$ cat src/rtl/packet_buffer_pkg.sv
// Shared types and constants for the packet buffer and its lane drain.
package packet_buffer_pkg;

  localparam int unsigned LEN_FIELD_BYTES   = 2;
  localparam int unsigned MAX_PACKET_LENGTH = 1518;
  localparam int unsigned CNT_W             = 8 * LEN_FIELD_BYTES;

  typedef enum logic [2:0] {
    ST_IDLE    = 3'd0,
    ST_LEN_LO  = 3'd1,
    ST_LEN_HI  = 3'd2,
    ST_PAYLOAD = 3'd3,
    ST_DROP    = 3'd4,
    ST_LEN_FWD = 3'd5
  } drain_state_t;

endpackage

$ cat src/rtl/rr_lane_arbiter.sv
// Round-robin lane search: first requesting lane after ptr, wrapping mod NUM_LANES.
module rr_lane_arbiter #(
  parameter int unsigned NUM_LANES = 8
) (
  input  logic [NUM_LANES-1:0]         req,
  input  logic [$clog2(NUM_LANES)-1:0] ptr,
  output logic [$clog2(NUM_LANES)-1:0] grant_idx_c,
  output logic                         grant_vld_c
);

  localparam int unsigned LANE_W = $clog2(NUM_LANES);

  logic [LANE_W-1:0] idx;

  always_comb begin
    grant_idx_c = '0;
    grant_vld_c = 1'b0;
    idx         = '0;
    for (int unsigned i = 1; i <= NUM_LANES; i++) begin
      // NUM_LANES is a power of two, so truncation is the modulo wrap
      idx = LANE_W'(32'(ptr) + i);
      if (!grant_vld_c && req[idx]) begin
        grant_vld_c = 1'b1;
        grant_idx_c = idx;
      end
    end
  end

endmodule

$ cat src/rtl/packet_lane_drain.sv
// Serialises length-framed packets from per-lane byte streams onto one AXI4-Stream byte master.
// Optional: PACKET_LANE_DRAIN_FORWARD_LEN_EN also forwards the 2 length bytes ahead of the payload.
module packet_lane_drain
  import packet_buffer_pkg::*;
#(
  parameter int unsigned NUM_LANES         = 8,
  parameter int unsigned DATA_WIDTH        = 8,
  parameter int unsigned MAX_PACKET_LENGTH = packet_buffer_pkg::MAX_PACKET_LENGTH
) (
  input  logic                         clk_i,
  input  logic                         rst_i,
  input  logic [DATA_WIDTH-1:0]        lane_tdata_i [NUM_LANES],
  input  logic [NUM_LANES-1:0]         lane_tvalid_i,
  output logic [NUM_LANES-1:0]         lane_tready_o,
  output logic [DATA_WIDTH-1:0]        m_tdata_o,
  output logic                         m_tvalid_o,
  output logic                         m_tlast_o,
  input  logic                         m_tready_i,
  output logic [$clog2(NUM_LANES)-1:0] active_lane_o,
  output logic                         drop_o
);

  localparam int unsigned LANE_W = $clog2(NUM_LANES);

  drain_state_t          state_q, state_d;
  logic [LANE_W-1:0]     active_q, active_d;
  logic [LANE_W-1:0]     ptr_q, ptr_d;
  logic [DATA_WIDTH-1:0] len_lo_q, len_lo_d;
  logic [CNT_W-1:0]      cnt_q, cnt_d;
  logic [DATA_WIDTH-1:0] tdata_q, tdata_d;
  logic                  tvalid_q, tvalid_d;
  logic                  tlast_q, tlast_d;
  logic                  drop_q, drop_d;
`ifdef PACKET_LANE_DRAIN_FORWARD_LEN_EN
  logic [DATA_WIDTH-1:0] len_hi_q, len_hi_d;
`endif

  logic [LANE_W-1:0]     grant_idx;
  logic                  grant_vld;
  logic                  sel_valid;
  logic [DATA_WIDTH-1:0] sel_data;
  logic                  can_pop;
  logic                  pop;
  logic                  load;
  logic [DATA_WIDTH-1:0] load_data;
  logic                  load_last;
  logic [CNT_W-1:0]      len_full;

  rr_lane_arbiter #(
    .NUM_LANES (NUM_LANES)
  ) u_arb (
    .req         (lane_tvalid_i),
    .ptr         (ptr_q),
    .grant_idx_c (grant_idx),
    .grant_vld_c (grant_vld)
  );

  assign sel_valid = lane_tvalid_i[active_q];
  assign sel_data  = lane_tdata_i[active_q];
  assign len_full  = CNT_W'({sel_data, len_lo_q});

  // Discarded bytes never touch the output register, so DROP ignores backpressure
  always_comb begin
    can_pop = 1'b0;
    if (state_q == ST_LEN_LO || state_q == ST_LEN_HI ||
        state_q == ST_PAYLOAD || state_q == ST_DROP) begin
      can_pop = (state_q == ST_DROP) || !tvalid_q || m_tready_i;
    end
    pop = can_pop && sel_valid;
    lane_tready_o = '0;
    for (int unsigned k = 0; k < NUM_LANES; k++) begin
      lane_tready_o[k] = (LANE_W'(k) == active_q) && can_pop;
    end
  end

  always_comb begin
    state_d   = state_q;
    active_d  = active_q;
    ptr_d     = ptr_q;
    len_lo_d  = len_lo_q;
    cnt_d     = cnt_q;
    drop_d    = 1'b0;
    load      = 1'b0;
    load_data = '0;
    load_last = 1'b0;
`ifdef PACKET_LANE_DRAIN_FORWARD_LEN_EN
    len_hi_d  = len_hi_q;
`endif
    case (state_q)
      ST_IDLE: begin
        if (grant_vld) begin
          active_d = grant_idx;
          ptr_d    = grant_idx;
          state_d  = ST_LEN_LO;
        end
      end
      ST_LEN_LO: begin
        if (pop) begin
          len_lo_d = sel_data;
          state_d  = ST_LEN_HI;
        end
      end
      ST_LEN_HI: begin
        if (pop) begin
          cnt_d = len_full;
`ifdef PACKET_LANE_DRAIN_FORWARD_LEN_EN
          len_hi_d = sel_data;
          if (len_full > CNT_W'(MAX_PACKET_LENGTH)) begin
            drop_d  = 1'b1;
            state_d = ST_DROP;
          end else begin
            load      = 1'b1;
            load_data = len_lo_q;
            state_d   = ST_LEN_FWD;
          end
`else
          if (len_full == '0) begin
            state_d = ST_IDLE;
          end else if (len_full > CNT_W'(MAX_PACKET_LENGTH)) begin
            drop_d  = 1'b1;
            state_d = ST_DROP;
          end else begin
            state_d = ST_PAYLOAD;
          end
`endif
        end
      end
`ifdef PACKET_LANE_DRAIN_FORWARD_LEN_EN
      // Second length byte is emitted without a lane pop once the output frees up
      ST_LEN_FWD: begin
        if (!tvalid_q || m_tready_i) begin
          load      = 1'b1;
          load_data = len_hi_q;
          load_last = (cnt_q == '0);
          state_d   = (cnt_q == '0) ? ST_IDLE : ST_PAYLOAD;
        end
      end
`endif
      ST_PAYLOAD: begin
        if (pop) begin
          load      = 1'b1;
          load_data = sel_data;
          load_last = (cnt_q == CNT_W'(1));
          cnt_d     = cnt_q - CNT_W'(1);
          if (cnt_q == CNT_W'(1)) state_d = ST_IDLE;
        end
      end
      ST_DROP: begin
        if (pop) begin
          cnt_d = cnt_q - CNT_W'(1);
          if (cnt_q == CNT_W'(1)) state_d = ST_IDLE;
        end
      end
      default: state_d = ST_IDLE;
    endcase

    tvalid_d = load ? 1'b1 : (m_tready_i ? 1'b0 : tvalid_q);
    tdata_d  = load ? load_data : tdata_q;
    tlast_d  = load ? load_last : tlast_q;
  end

  always_ff @(posedge clk_i) begin
    if (rst_i) begin
      state_q  <= ST_IDLE;
      active_q <= '0;
      ptr_q    <= LANE_W'(NUM_LANES - 1);
      len_lo_q <= '0;
      cnt_q    <= '0;
      tdata_q  <= '0;
      tvalid_q <= 1'b0;
      tlast_q  <= 1'b0;
      drop_q   <= 1'b0;
`ifdef PACKET_LANE_DRAIN_FORWARD_LEN_EN
      len_hi_q <= '0;
`endif
    end else begin
      state_q  <= state_d;
      active_q <= active_d;
      ptr_q    <= ptr_d;
      len_lo_q <= len_lo_d;
      cnt_q    <= cnt_d;
      tdata_q  <= tdata_d;
      tvalid_q <= tvalid_d;
      tlast_q  <= tlast_d;
      drop_q   <= drop_d;
`ifdef PACKET_LANE_DRAIN_FORWARD_LEN_EN
      len_hi_q <= len_hi_d;
`endif
    end
  end

  assign m_tdata_o     = tdata_q;
  assign m_tvalid_o    = tvalid_q;
  assign m_tlast_o     = tlast_q;
  assign active_lane_o = active_q;
  assign drop_o        = drop_q;

endmodule

$ cat config.mk
export PLATFORM = sky130hd
export DESIGN_NAME = packet_lane_drain
export DESIGN_NICKNAME = d
export VERILOG_FILES = /design/src/rtl/packet_buffer_pkg.sv /design/src/rtl/rr_lane_arbiter.sv /design/src/rtl/packet_lane_drain.sv
export SDC_FILE = /design/constraint.sdc
export NUM_CORES = 1
export LEC_CHECK = 0
export ABC_AREA = 1
export CORE_MARGIN = 2
export CORE_UTILIZATION = 30
export CTS_CLUSTER_DIAMETER = 120
export CTS_CLUSTER_SIZE = 8
export DETAILED_ROUTE_END_ITERATION = 8
export PLACE_DENSITY = 0.6
export REMOVE_ABC_BUFFERS = 1
export SYNTH_ARGS = -nofsm -noshare
export SYNTH_HDL_FRONTEND = slang
export SYNTH_HIERARCHICAL = 1
export SYNTH_SLANG_ARGS = --single-unit
$ cat constraint.sdc
create_clock -name clk_i -period 2.7 [get_ports clk_i]
set_input_delay 0.54 -clock clk_i [delete_from_list [all_inputs] [get_ports clk_i]]
set_output_delay 0.54 -clock clk_i [all_outputs]
set_load 0.005 [all_outputs]
==> run summary, run 1 <==
DR WL/cell: 13.25 um
Achievable Freq: 0.3770 GHz
Status: finished clean
Filler cells: 1299
First-pass GRT wire length: 19220 um
Die Width: 115.9 um
Clock sinks: 44
Hold crit path type: flop to flop
Worst path cell trace: clkdlybuf4s50_1 -> inv_1 -> nand2_1 -> nand3_1 -> o21ai_2 -> nand2_1 -> nor2_1 -> clkdlybuf4s50_1
Post-synthesis cell count: 633
Die H: 115.9 um
Initial antenna violation count: 0
Area Overhead vs Synth: 31.97%
Crit start category: primary input
DRT Pass-1 Iters: 5
Fin crit share: 98.24%
Worst-Margin Slew: 0.7555 ns
Crit path largest cell delay: 0.52 ns
Final nets: 798
Pwr/cell area: 931.4 mW/mm^2
Biggest area consumer among synthesized cells: dfxtp_1
VDD IR-drop max: 331.6 uV
Worst reg-to-reg path cell count: 14
Leakage: 2.186 nW
Die ar.: 0.01342 sq mm
Mean post-synth cell area: 5.930 sq um
Max-cap violations: 0
Worst Setup SP: m_tready_i
Remaining global-route overflow: 0
Setup Skew: 0.002593 ns
Residual DRC: 0
Most frequent cell after synthesis: nand2_1
Worst Setup Path Type: primary input to output port
Site Rows: 40
RSZ-0062 raised after global routing: true
Final antenna-violating net count: 0
Largest net degree at the start of global routing: 32
Crit Path Max Fanout: 4
Async set-reset flop share out of synthesis: 0%
Final Core Density: 40.90%
Vias in the first global route: 4007
Number of H-tree levels: 2
Slew Viols, Final: 0
Clk slew on worst S/H paths: 0.06 ns
Register area: 880.8 sq um
Ys Warns: 6
Worst setup path end: lane_tready_o[5]
All-Layer GR Usage: 17.65%
Flop and latch count out of synthesis: 44
Netlist cell types: 46
CTS tree: built
Yosys top cell area share: 23.47%
Fin crit period: 2.652 ns
Hold slack: 0.4643 ns
Setup violators final: 0
Core area: 0.01211 sq mm
Main synth FF type: dfxtp_1
R2r startpoint: ptr_q[1]
TritonCTS Buffers: 5
Critical path arrival: 2.11 ns
Worst R2R Setup Slack: 0.30 ns
Vias: 4265
Io pins: 97
DR vias/cell: 4.803
Post-synth EDFFs: 0
Post-synthesis sequential area ratio: 23.47%
Share of post-route cells with drive strength above 1: 9.444%
Starting Density: 30.99%
Clock Tree Buf Depth: 2
Crit-path slowest cell: clkdlybuf4s50_1
Most frequent cells after synthesis: nand2_1 (227), nand3_1 (63), nor2_1 (51), a21oi_1 (46)
GPL Wtd Cong: 0.8338
Normalized max-slew margin: 49.58%
Synthesized cell area: 0.003754 sq mm
Worst endpoint required time: 2.16 ns
ANT cells: 0
Clock root buffer: clkbuf_16
Area contributors post-synth: dfxtp_1 (23%), nand2_1 (23%), nand3_1 (8.4%)
Aggregate routed wire length: 11760 um
CP endpoint kind: output port
Estimated wirelength of the detail-placed design: 9240 um
FF-to-FF End: state_q[0]
Final Hold Viols: 0
Initial drt markers: 236
Worst-Skew Late Latency: 0.28 ns
Multi-input logic area: 0.002456 sq mm
Port bufs: 96
state kept, by name (all words and copies together) (netlist names):
signal         count
m_tlast_o          1
m_tdata_o          8
drop_o             1
state_q            3
m_tvalid_o         1
cnt_q             16
len_lo_q           8
active_lane_o      3
ptr_q              3
critical path, delay by kind of cell:
| kind | cells | cell delay (ns) |
|---|---|---|
| AOI/OAI and AO/OA | 1 | 0.11 |
| and+or+nand+nor | 4 | 0.45 |
| buffers and inverters | 3 | 1.01 |
layer usage:
| metal | share of wire (%) | GRT usage (%) | routed length (um) | up-vias |
|---|---|---|---|---|
| li1 | - | - | - | 2233 |
| met1 | 45 | 21.71 | 5328 | 1944 |
| met2 | 51 | 32.94 | 5962 | 72 |
| met3 | 2.6 | 2.197 | 301 | 16 |
| met4 | 1.4 | 3.571 | 170 | 0 |
| met5 | 0 | 0 | 0 | - |
how the worst min path moves through the flow:
stage,from,to,slack [ns],depth (start not counted)
after floorplan,cnt_q[9],cnt_q[9],0.44,2
after global placement,m_tdata_o[5],m_tdata_o[5],0.46,2
after detailed placement,m_tdata_o[5],m_tdata_o[5],0.46,2
after CTS,m_tdata_o[5],m_tdata_o[5],0.47,2
after global routing,m_tdata_o[5],m_tdata_o[5],0.50,2
final,m_tdata_o[5],m_tdata_o[5],0.46,2
through the flow:
stage	instance area, sq um	setup TNS [ns]	total power [mW]	cells	worst slack, ns
detailed placement	4802	0	4.007	880	0.06931
floorplan	3563	0	3.131	607	0.2801
global route	4954	-0.1578	5.102	888	-0.04654
global placement	4802	0	3.949	880	0.09018
finish	4954	0	4.614	888	0.04751
CTS	4951	0	4.637	888	0.05857
where the power goes:
part / internal [mW] / switching (mW)
clock: 0.365 / 0.249
combinational: 1.09 / 2.03
sequential: 0.756 / 0.121
timing repair:
| action | CTS | global route |
|---|---|---|
| setup buffers | 0 | 0 |
| hold buffers | 0 | 0 |
| endpoints found under the hold margin | 0 | 0 |
| resized for setup | 0 | 1 |
| endpoints found under the setup margin | 0 | 14 |
layout by cell type, fill, tap and decap left out, types with 3 or more instances in the layout:
| master | instances |
|---|---|
| ha_1 | 3 |
| inv_2 | 13 |
| nor3_1 | 3 |
| nor2_1 | 51 |
| a21oi_1 | 46 |
| buf_4 | 9 |
| nand2_2 | 5 |
| xor2_1 | 3 |
| nand2_1 | 227 |
| nand3_2 | 9 |
| a21oi_2 | 3 |
| inv_1 | 44 |
| clkdlybuf4s50_1 | 96 |
| o211ai_1 | 5 |
| clkbuf_16 | 5 |
| o21ai_1 | 4 |
| dfxtp_1 | 44 |
| nand3_1 | 63 |
| nand4_1 | 13 |
| o21ai_0 | 40 |
| nor3_2 | 3 |
final cells by class:
cell class	instances	area share, %
inverters	59	4.622
repair buffers	105	20.76
clock inverters	2	0.2021
clock buffers	6	2.804
multi-input cells	504	49.58
flip-flops and latches	44	17.78
well taps	168	4.244
logic make-up after synthesis:
group / synth area share [%]
and+or+nand+nor: 45.50
AOI/OAI and AO/OA: 16.43
buffers and inverters: 11.17
DFF: 23.47
xor gates and xnor gates: 2.100
adders and majority gates: 1.333
Note: power is estimated with default switching activity, not from simulation.
==> run 2: changes to the inputs <==
--- a/config.mk
+++ b/config.mk
@@ -11,9 +11,11 @@
 export CTS_CLUSTER_DIAMETER = 120
 export CTS_CLUSTER_SIZE = 8
 export DETAILED_ROUTE_END_ITERATION = 8
-export PLACE_DENSITY = 0.6
+export DONT_BUFFER_PORTS = 1
+export PLACE_DENSITY = 0.5
 export REMOVE_ABC_BUFFERS = 1
 export SYNTH_ARGS = -nofsm -noshare
 export SYNTH_HDL_FRONTEND = slang
 export SYNTH_HIERARCHICAL = 1
 export SYNTH_SLANG_ARGS = --single-unit
+export TNS_END_PERCENT = 100
==> constraint.sdc (replaced) <==
create_clock -name clk_i -period 2.7 [get_ports clk_i]
set_input_delay 0.405 -clock clk_i [delete_from_list [all_inputs] [get_ports clk_i]]
set_output_delay 0.405 -clock clk_i [all_outputs]
set_load 0.005 [all_outputs]
==> run 2 against run 1 <==
Against the previous run:
- final cell count down 11%
- utilization shrank 8.1 points
- critical path type is now flop to flop
- clock skew rose by 0.0033 ns
- sequential share of layout area up 4.4 points
- combinational power fell by 5%
- worst hold slack got worse by 0.27 ns
- clock-buffer cell count is the same
- maximum frequency increased by 13%
- sequential cell count stayed put
==> run summary, run 2 (synthesis gave the netlist of run 1 again) <==
Status: finished clean (unchanged)
Reg with most FFs: cnt_q (unchanged)
DR WL/cell: 13.95 um (was 13.25 um)
Crit path largest cell delay: 0.36 ns (was 0.52 ns)
Hold crit path type: primary input to flop (was flop to flop)
Crit-path slowest cell: ha_2 (was clkdlybuf4s50_1)
Aggregate routed wire length: 11020 um (was 11760 um)
TritonCTS Buffers: 5 (unchanged)
RSZ-0062 raised after global routing: false (was true)
Number of flip-flops in the largest register: 16 (unchanged)
Remaining global-route overflow: 0 (unchanged)
Setup Buffers After CTS: 0 (unchanged)
Area after DPL: 0.003826 sq mm (was 0.004802 sq mm)
GPL Wtd Cong: 0.9033 (was 0.8338)
Final antenna-violating net count: 0 (unchanged)
ANT cells: 0 (unchanged)
CTS tree: built (unchanged)
Share of post-route cells with drive strength above 1: 10.61% (was 9.444%)
Register area: 880.8 sq um (unchanged)
Vias: 3994 (was 4265)
Most frequent cells in the layout: nand2_1 (227), nand3_1 (63), nor2_1 (51), a21oi_1 (46) (was nand2_1 (227), clkdlybuf4s50_1 (96), nand3_1 (63), nor2_1 (51), a21oi_1 (46))
Hold slack: 0.1897 ns (was 0.4643 ns)
Fin cells: 790 (was 888)
Clock root buffer: clkbuf_16 (unchanged)
Die Width: 115.9 um (unchanged)
Initial antenna violation count: 0 (unchanged)
Fin crit share: 86.82% (was 98.24%)
Port bufs: 0 (was 96)
Crit Path Max Fanout: 9 (was 4)
Clk slew on worst S/H paths: 0.06 ns (about the same)
Total negative slack: 0 ns (unchanged)
Clock Tree Buf Depth: 2 (unchanged)
Final Hold Viols: 0 (unchanged)
First-pass GRT wire length: 18660 um (was 19220 um)
Filler cells: 1366 (was 1299)
Area Overhead vs Synth: 5.967% (was 31.97%)
Worst path cell trace: inv_2 -> ha_2 -> inv_2 -> nand3_1 -> nand3_2 -> nand2_4 -> nor2_4 -> nand4_2 -> nor2_4 -> nand3_1 -> o211ai_1 -> inv_1 -> nand2_1 -> a21oi_1 (was clkdlybuf4s50_1 -> inv_1 -> nand2_1 -> nand3_1 -> o21ai_2 -> nand2_1 -> nor2_1 -> clkdlybuf4s50_1)
Pwr/cell area: 1120 mW/mm^2 (was 931.4 mW/mm^2)
Achievable Freq: 0.4266 GHz (was 0.3770 GHz)
Slew Viols, Final: 0 (unchanged)
Leakage: 1.810 nW (was 2.186 nW)
CP endpoint kind: flop (was output port)
Die ar.: 0.01342 sq mm (unchanged)
Placed cell count: 782 (was 880)
Post-placement setup slack: 0.2934 ns (was 0.06931 ns)
Critical path arrival: 2.52 ns (was 2.11 ns)
Hold Buf Count CTS: 0 (unchanged)
Crit start category: flop (was primary input)
Number of H-tree levels: 2 (unchanged)
Worst-Skew Late Latency: 0.28 ns (about the same)
Worst endpoint required time: 2.88 ns (was 2.16 ns)
Cts repair resizes: 0 (unchanged)
Largest net degree at the start of global routing: 30 (was 32)
Setup violators final: 0 (unchanged)
Io pins: 97 (unchanged)
Worst Setup Path Type: flop to flop (was primary input to output port)
Setup Skew: 0.005875 ns (was 0.002593 ns)
Site Rows: 40 (unchanged)
Worst-Margin Slew: 0.7382 ns (was 0.7555 ns)
DR vias/cell: 5.056 (was 4.803)
Most common cell after layout, fill and taps aside: nand2_1 (unchanged)
Multi-input logic area: 0.002456 sq mm (unchanged)
Starting Density: 30.99% (unchanged)
Residual DRC: 0 (unchanged)
Clock sinks: 44 (unchanged)
Design area: 0.003978 sq mm (was 0.004954 sq mm)
Normalized max-slew margin: 50.73% (was 49.58%)
VDD IR-drop max: 296.4 uV (was 331.6 uV)
Core area: 0.01211 sq mm (unchanged)
Final nets: 700 (was 798)
Die H: 115.9 um (unchanged)
DRT Pass-1 Iters: 4 (was 5)
Worst R2R Setup Slack: 0.36 ns (was 0.30 ns)
All-Layer GR Usage: 17.07% (was 17.65%)
Estimated wirelength of the detail-placed design: 8502 um (was 9240 um)
Max-cap violations: 0 (unchanged)
Initial drt markers: 224 (was 236)
Vias in the first global route: 3869 (was 4007)
Final WS setup: 0.3558 ns (was 0.04751 ns)
Fin crit period: 2.344 ns (was 2.652 ns)
run 2: cell count changes in the layout (fill, tap and decap cells not counted), sizes merged:
cell / delta
buf: -2
clkdlybuf4s50: -96
run 2: power breakdown:
group | switching, mW | total (mW) | leakage (nW) | internal, mW
Combinational | 2.02 | 2.95 | 1.38 | 0.930
Sequential | 0.121 | 0.878 | 0.357 | 0.756
Clock | 0.256 | 0.622 | 0.0766 | 0.365
run 2: through the flow:
stage	utilization (%)	total power [mW]
4_1_cts	32.82	4.463
3_5_place_dp	31.59	3.824
6_report	32.84	4.453
3_3_place_gp	31.59	3.805
5_1_grt	32.84	4.958
2_1_floorplan	-	3.131
run 2: worst max-delay path, delay by kind of cell (launching register included):
family                     cells  cell delay (ns)
AOI/OAI and AO/OA              2             0.30
and+or+nand+nor                8             0.92
DFF                            1             0.32
buffers and inverters          3             0.34
adders and majority gates      1             0.36
run 2: area by class of cell:
type | count | area share, %
tap | 168 | 5.285
clock buffer | 6 | 3.492
clock inverter | 2 | 0.2517
timing repair buffer | 7 | 1.321
multi-input combinational | 504 | 61.75
sequential | 44 | 22.15
inverter | 59 | 5.757
run 2: final timing paths:
check             startpoint         end  depth (start not counted)
setup / recovery    ptr_q[0]  state_q[1]                         14
hold / removal         rst_i   cnt_q[11]                          1
setup reg to reg    ptr_q[0]  state_q[1]                         14
hold reg to reg     cnt_q[9]    cnt_q[9]                          2
run 2: per-layer routing:
layer | wire length, um | global-route usage [%] | vias up
met5 | 0 | 0 | -
met4 | 237 | 6.587 | 0
met3 | 392 | 2.406 | 20
met2 | 5430 | 29.79 | 85
met1 | 4962 | 21.28 | 1847
li1 | - | - | 2042
